### src/rtl/adder_decoder_pkg.sv
// Shared types and default sizes for the feedback-accumulator decoder.
// Optional wrap flag is enabled by defining ADDER_DECODER_WRAP_FLAG_EN.
package adder_decoder_pkg;

   localparam int DEFAULT_WIDTH = 16;
   localparam int DEFAULT_CNT_W = 8;

   typedef enum logic [1:0] {
      IDLE = 2'd0,
      RUN  = 2'd1,
      HOLD = 2'd2
   } state_t;

endpackage

### src/rtl/adder_feedback_decoder_if.sv
// Stream bus between accumulator, decoder and downstream consumer.
// Handshake: a beat transfers on a rising edge where valid and ready are both 1.
interface adder_feedback_decoder_if
   import adder_decoder_pkg::*;
#(
   parameter int WIDTH = DEFAULT_WIDTH
);

   logic [WIDTH-1:0] in;
   logic             in_valid;
   logic             in_ready;
   logic [WIDTH-1:0] out;
   logic             out_valid;
   logic             out_ready;

   modport master (
      output in, in_valid, out_ready,
      input  in_ready, out, out_valid
   );

   modport slave (
      input  in, in_valid, out_ready,
      output in_ready, out, out_valid
   );

endinterface

### src/rtl/adder_decoder_out_reg.sv
// Single-entry valid/ready output register; data (and wrap bit when
// ADDER_DECODER_WRAP_FLAG_EN is defined) hold while the consumer stalls.
module adder_decoder_out_reg
   import adder_decoder_pkg::*;
#(
   parameter int WIDTH = DEFAULT_WIDTH
) (
   input  logic             clk,
   input  logic             reset,
   input  logic             load,
   input  logic             drain,
   input  logic [WIDTH-1:0] data_in,
   output logic [WIDTH-1:0] data,
   output logic             valid
`ifdef ADDER_DECODER_WRAP_FLAG_EN
   ,
   input  logic             wrap_in,
   output logic             wrap
`endif
);

   always_ff @(posedge clk) begin
      if (reset) begin
         data  <= '0;
         valid <= 1'b0;
`ifdef ADDER_DECODER_WRAP_FLAG_EN
         wrap  <= 1'b0;
`endif
      end else if (load) begin
         data  <= data_in;
         valid <= 1'b1;
`ifdef ADDER_DECODER_WRAP_FLAG_EN
         wrap  <= wrap_in;
`endif
      end else if (drain) begin
         // Data is kept on drain; only the valid flag drops.
         valid <= 1'b0;
      end
   end

endmodule

### src/rtl/adder_feedback_decoder.sv
// Recovers increments from a running-sum stream: out = in - previous in (mod 2^WIDTH).
// Optional wrap output is enabled by defining ADDER_DECODER_WRAP_FLAG_EN.
module adder_feedback_decoder
   import adder_decoder_pkg::*;
#(
   parameter int WIDTH = DEFAULT_WIDTH,
   parameter int CNT_W = DEFAULT_CNT_W
) (
   input  logic                     clk,
   input  logic                     reset,
   input  logic                     clear,
   adder_feedback_decoder_if.slave  bus,
   output logic [CNT_W-1:0]         count,
   output state_t                   state
`ifdef ADDER_DECODER_WRAP_FLAG_EN
   ,
   output logic                     wrap
`endif
);

   logic [WIDTH-1:0] prev;
   logic [WIDTH-1:0] prev_eff;
   logic [WIDTH-1:0] delta;
   logic             accept;
   logic             drain;
   logic             stall;
   state_t           state_next;

   assign bus.in_ready = !bus.out_valid | bus.out_ready;
   assign accept       = bus.in_valid & bus.in_ready;
   assign drain        = bus.out_valid & bus.out_ready;
   assign stall        = bus.out_valid & !bus.out_ready;

   // A sample arriving with clear belongs to the new stream, so decode it against 0.
   assign prev_eff = clear ? '0 : prev;
   assign delta    = bus.in - prev_eff;

   always_ff @(posedge clk) begin
      if (reset) begin
         prev <= '0;
      end else if (accept) begin
         prev <= bus.in;
      end else if (clear) begin
         prev <= '0;
      end
   end

   always_ff @(posedge clk) begin
      if (reset) begin
         count <= '0;
      end else if (drain) begin
         count <= count + 1'b1;
      end
   end

   always_ff @(posedge clk) begin
      if (reset) begin
         state <= IDLE;
      end else begin
         state <= state_next;
      end
   end

   always_comb begin
      state_next = state;
      if (clear) begin
         if (stall) begin
            state_next = HOLD;
         end else if (accept) begin
            state_next = RUN;
         end else begin
            state_next = IDLE;
         end
      end else begin
         case (state)
            IDLE:    if (accept) state_next = RUN;
            RUN:     if (stall) state_next = HOLD;
            HOLD:    if (bus.out_ready) state_next = RUN;
            default: state_next = IDLE;
         endcase
      end
   end

   adder_decoder_out_reg #(
      .WIDTH (WIDTH)
   ) u_out_reg (
      .clk     (clk),
      .reset   (reset),
      .load    (accept),
      .drain   (drain),
      .data_in (delta),
      .data    (bus.out),
      .valid   (bus.out_valid)
`ifdef ADDER_DECODER_WRAP_FLAG_EN
      ,
      .wrap_in (bus.in < prev_eff),
      .wrap    (wrap)
`endif
   );

endmodule

### src/flat_wrapper.sv
// flat-port wrapper written by rule: the top's interface ports become plain ports
module adder_feedback_decoder_flat import adder_decoder_pkg::*;
#(
   parameter int WIDTH = DEFAULT_WIDTH,
   parameter int CNT_W = DEFAULT_CNT_W
)
  (clk, reset, clear, count, state, bus_in, bus_in_valid, bus_out_ready, bus_in_ready, bus_out, bus_out_valid);
  adder_feedback_decoder_if #(.WIDTH(WIDTH)) bus_i ();
  input  logic clk;
  input  logic reset;
  input  logic clear;
  output logic [CNT_W-1:0] count;
  output state_t state;
  input wire logic [$bits(bus_i.in)-1:0] bus_in;
  input wire logic [$bits(bus_i.in_valid)-1:0] bus_in_valid;
  input wire logic [$bits(bus_i.out_ready)-1:0] bus_out_ready;
  output wire logic [$bits(bus_i.in_ready)-1:0] bus_in_ready;
  output wire logic [$bits(bus_i.out)-1:0] bus_out;
  output wire logic [$bits(bus_i.out_valid)-1:0] bus_out_valid;
  assign bus_i.in = bus_in;
  assign bus_i.in_valid = bus_in_valid;
  assign bus_i.out_ready = bus_out_ready;
  assign bus_in_ready = bus_i.in_ready;
  assign bus_out = bus_i.out;
  assign bus_out_valid = bus_i.out_valid;
  adder_feedback_decoder #(.WIDTH(WIDTH), .CNT_W(CNT_W)) u_core (.clk(clk), .reset(reset), .clear(clear), .bus(bus_i), .count(count), .state(state));
endmodule
### config.mk
export PLATFORM = sky130hd
export DESIGN_NAME = adder_feedback_decoder_flat
export DESIGN_NICKNAME = d
export VERILOG_FILES = /design/src/rtl/adder_decoder_pkg.sv /design/src/rtl/adder_feedback_decoder_if.sv /design/src/rtl/adder_decoder_out_reg.sv /design/src/rtl/adder_feedback_decoder.sv /design/src/flat_wrapper.sv
export SDC_FILE = /design/constraint.sdc
export NUM_CORES = 1
export LEC_CHECK = 0
export ABC_AREA = 0
export ABC_CLOCK_PERIOD_IN_PS = 2100
export BUFFER_PORTS_ARGS = -buffer_cell sky130_fd_sc_hd__buf_2
export CORE_ASPECT_RATIO = 0.5
export CORE_MARGIN = 4
export CORE_UTILIZATION = 35
export DETAILED_ROUTE_END_ITERATION = 8
export PLACE_DENSITY = 0.65
export RECOVER_POWER = 50
export SLEW_MARGIN = 40
export SYNTH_ARGS = -nofsm -noshare
export SYNTH_HDL_FRONTEND = slang
export SYNTH_SLANG_ARGS = --single-unit
### constraint.sdc
create_clock -name clk -period 2.1 [get_ports clk]
set_input_delay 0.105 -clock clk [delete_from_list [all_inputs] [get_ports clk]]
set_output_delay 0.105 -clock clk [all_outputs]
set_load 0.01 [all_outputs]
# [Word-level counts from Yosys, hierarchy flattened]
# Cells that the tools add are included.
# W data, S select, Z words.
[totals] register_bits=43 out_inout_bits=28
[op_classes] add_sub_neg=2 n_eq_ne=5 n_bitwise=4 mux=11 n_reduce_logical=5
[ops] op="$mux W16" n=2
[ops] op="$sub A16 B16 Y16" n=1
[ops] op="$mux W2" n=5
[ops] op="$add A8 B1 Y8 const B" n=1
[ops] op="$ne A3 B2 Y1 const B" n=2
[ops] op="$pmux W2 S3" n=1
[ops] op="$and A1 B1 Y1" n=3
[ops] op="$mux W1" n=3
[ops] op="$ne A3 B3 Y1 const B" n=1
[ops] op="$reduce_and A3 Y1" n=1
[ops] op="$eq A2 B1 Y1 const B" n=1
[ops] op="$eq A2 B2 Y1 const B" n=1
[ops] op="$logic_not A1 Y1" n=2
[ops] op="$logic_not A2 Y1" n=1
[ops] op="$reduce_bool A2 Y1" n=1
[ops] op="$or A1 B1 Y1" n=1

# [Longest topological paths before layout]
[depth] depth_word=6 ltp_mapped=10

# [Cells and area by module]
# A second synthesis with hierarchy kept.
[hier_totals] hier_cells=277 area_unflattened_um2=2344.7
[by_module_without_submodules] module="adder_feedback_decoder" cells_per_inst=221 n_inst=1 area_per_inst_um2=1727.9
[by_module_without_submodules] module="adder_decoder_out_reg" cells_per_inst=56 n_inst=1 area_per_inst_um2=616.8

# [Worst setup path before layout]
# Ideal clock, no wire load.
[synth_timing] path_kind="input port to flip-flop" start="input port clear" end="register u_core.u_out_reg.data[14]" arrival_ps=2068 path_slack_ps=-100 n_path_buf=1 cell_stages=10 setup_ps=132 path_cell_list="clkinv_1 > clkbuf_1 > nand2_1 > ha_1 > a21oi_1 > o21ai_0 > a32o_1 > or4_1 > nand3_1 > a21oi_1"
[synth_via] elab_chain_len=2
[synth_rtl] element="start, declared" line_no="flat_wrapper.sv:11" source="input logic clear;"
[synth_rtl] element="$mux W16"
[synth_rtl] element="$sub A16 B16 Y16" line_no="adder_feedback_decoder.sv:36" source="assign delta = bus.in - prev_eff;"
[synth_rtl] element="end signal, assigned" line_no="adder_decoder_out_reg.sv:30" source="data <= data_in;"
[synth_rtl] element="end, declared" line_no="adder_decoder_out_reg.sv:13" source="output logic [WIDTH-1:0] data,"
# No other way between the ends.
# A chain may end at the register's enable or synchronous reset.

# [Worst setup path in the final report]
[layout_timing] start="register u_core.prev[0]" end="register u_core.u_out_reg.data[14]"
[layout_via] elab_chain_len=2
[layout_rtl] element="start, declared" line_no="adder_feedback_decoder.sv:21" source="logic [WIDTH-1:0] prev;"
[layout_rtl] element="start signal, assigned" line_no="adder_feedback_decoder.sv:42" source="prev <= bus.in;"
[layout_rtl] element="$mux W16"
[layout_rtl] element="$sub A16 B16 Y16" line_no="adder_feedback_decoder.sv:36"
# No other way between the ends.

==> summary.txt <==
Run status
  • Status: finished, violations left
  • Failing checks: negative setup slack

Logic synthesis
  • Count leader, synth: nand2_1
  • Number of synthesized flops with an enable pin: 0
  • Mapped Area: 0.00244 sq mm
  • Cells taking the most area after synthesis: dfxtp_1 (35%), nand2_1 (8.9%), ha_1 (8.7%)
  • Largest area contributor in the netlist: dfxtp_1
  • Top post-synthesis cells by count: nand2_1 (58), dfxtp_1 (43), a21oi_1 (38)
  • Post-synthesis sequential area ratio: 35.2%
  • Top-area cell type share of the netlist area: 35.2%
  • Net Count, Synth: 345
  • Mapped Cells: 306
  • Netlist cell types: 46
  • Register bit total from synthesis: 43
  • Ys Warns: 0
  • Average cell area after synthesis: 7.98 sq um
  • Top_reg_cell synth: dfxtp_1
  • Async SR Flop Fraction: 0%

Clock network
  • CTS Buf Count: 5
  • Clock Tree Buf Depth: 2
  • TritonCTS clock tree: yes
  • Sink Count: 43
  • CTS Hold Bufs: 0
  • Reg clk slew, reported paths: 0.06 ns
  • CTS H-tree depth: 2
  • Worst-skew pair later-pin latency: 0.29 ns
  • Clock Tree Root: clkbuf_16

Final layout
  • Final Util: 49.4%
  • Layout cells sized above 1: 24.7%
  • FILL cells: 682
  • Syn-to-layout area delta: 36.1%
  • Nets@finish: 430
  • Antenna diodes: 0
  • Finished Layout Cells: 484

STA
  • Final period util: 103%
  • Final setup violation count: 2
  • Slew HR: 73.9%
  • Post-route setup slack: -0.0710 ns
  • Slew Viols, Final: 0
  • Fmax: 0.461 GHz
  • Skew final: 0.00442 ns
  • Fin. Hold Viols: 0
  • Final hold slack: 0.0612 ns
  • RSZ-0062 raised after global routing: yes
  • Setup_tns: -0.0757 ns
  • Tmin final: 2.17 ns
  • Worst-Margin Slew: 0.391 ns

Global routing
  • Pin count of the biggest net entering global routing: 24
  • First-pass GRT wire length: 10.8 mm
  • Vias in the first global route: 2351
  • Antenna violations before repair: 0
  • Global route overflow: 0
  • GRT Util Overall: 16.0%

Placement
  • Post-DP HPWL: 4.62 mm
  • I/O Buffers: 48
  • Placed insts: 473
  • GPL Wtd Cong: 0.831

Setup path
  • WS Path Type: flop to flop
  • WP data arrival: 2.34 ns
  • Worst Path Max Fanout: 3
  • Startpoint Class: flop
  • Required @ worst endpoint: 2.27 ns
  • Crit. End Element: flop

Detailed routing
  • Initial DRC Count: 110
  • Drc violations: 0
  • First-pass DRT Iterations: 4
  • Post-DR vias/cell: 4.90
  • Total wire length: 6.28 mm
  • Routed WL per cell: 13.0 microns
  • Vias: 2370
  • Post-route ant nets: 0

Floorplanning
  • Row cnt: 21
  • Die Ht: 67.1 microns
  • Starting Density: 36.3%
  • Io pins: 49
  • Die width: 126 microns
  • Die area: 0.00846 sq mm
  • Core area: 0.00673 sq mm

Power and ir drop
  • Static Leak: 1.35 nW
  • Power Total: 2.40 mW
  • PwrDens: 723 mW/mm^2
  • Peak VDD IR: 319 uV

Hold path
  • Min-Delay Path Class: input pin to flop

Flow run
  • Maxcap violations: 0
layout by cell type (no fill, tap or decap), types with 5 or more instances in the layout:
cell and count:
o21ai_0 7, buf_2 24, nor2_1 19, nand3_1 17
nand2_1 57, a21oi_1 36, a21o_1 9, clkbuf_16 5
inv_1 5, ha_1 15, xor2_1 8, buf_4 40
nand2b_1 12, clkbuf_1 25, dfxtp_1 42, xnor2_1 7
routing by layer:
metal | wire length [microns] | vias to the layer above | global-route usage, % | share of wire (%)
li1 | - | 1232 | - | -
met1 | 2810 | 1091 | 18.4 | 45
met3 | 258 | 14 | 4.00 | 4.1
met2 | 3050 | 33 | 28.6 | 49
met5 | 0 | - | 0 | 0
met4 | 155 | 0 | 6.95 | 2.5
sequential cells by signal, summed over array words and instances (netlist names):
register,count
u_core.state,2
u_core.u_out_reg.data,16
u_core.prev,16
u_core.u_out_reg.valid,1
u_core.count,8
timing repair:
action,4_1_cts,5_1_grt
resized for setup,10,16
endpoints found under the hold margin,0,0
setup endpoints to repair,5,9
setup buffers,0,3
pin swaps,1,9
metrics by stage:
step           setup slack [ns]  area, sq um
3_3_place_gp             -0.108         3030
3_5_place_dp             -0.165         3030
4_1_cts                 -0.0230         3260
2_1_floorplan           0.00475         2440
5_1_grt                  -0.189         3320
6_report                -0.0710         3320
cell families after synthesis:
| family | after synthesis | share of synthesized area [%] |
|---|---|---|
| flip-flops | 43 | 35.2 |
| AO/OA/AOI/OAI | 80 | 20.5 |
| buffers and inverters | 19 | 3.99 |
| adder cells (fa/ha/maj) | 18 | 9.53 |
| AND/OR/NAND/NOR | 130 | 25.0 |
| XOR/XNOR | 16 | 5.74 |
path summary, 6_finish.rpt:
check	start	end	slack (ns)	depth (start not counted)
worst max register to register	u_core.prev[0]	u_core.u_out_reg.data[14]	-0.07	10
worst max-delay path	u_core.prev[0]	u_core.u_out_reg.data[14]	-0.07	10
worst min register to register	u_core.u_out_reg.data[3]	u_core.u_out_reg.data[3]	0.45	2
worst min-delay path	bus_in[13]	u_core.prev[13]	0.06	3
layout make-up:
type	count	area [sq um]	area share, %
Clock inverter	3	67.6	2.03
Timing Repair Buffer	90	534	16.1
Multi-Input combinational cell	244	1590	47.9
Inverter	7	26.3	0.791
Tap cell	92	115	3.46
Sequential cell	43	862	25.9
Clock buffer	5	125	3.77
worst max-delay path: stages (launching register included):
cell     delay [ns]
dfxtp_2        0.31
nor2b_4        0.15
ha_4           0.14
inv_2          0.03
fa_2           0.34
a21o_1         0.22
a21oi_2        0.21
nor3_2         0.07
or4_1          0.42
nand3_1        0.10
a21oi_1        0.06
power by group:
group          switching (mW)  internal [mW]  leakage, nW
clock network           0.334          0.681       0.0900
registers              0.0227          0.865        0.353
logic                   0.267          0.232        0.903
No activity file was read; power rests on OpenSTA's default activity.
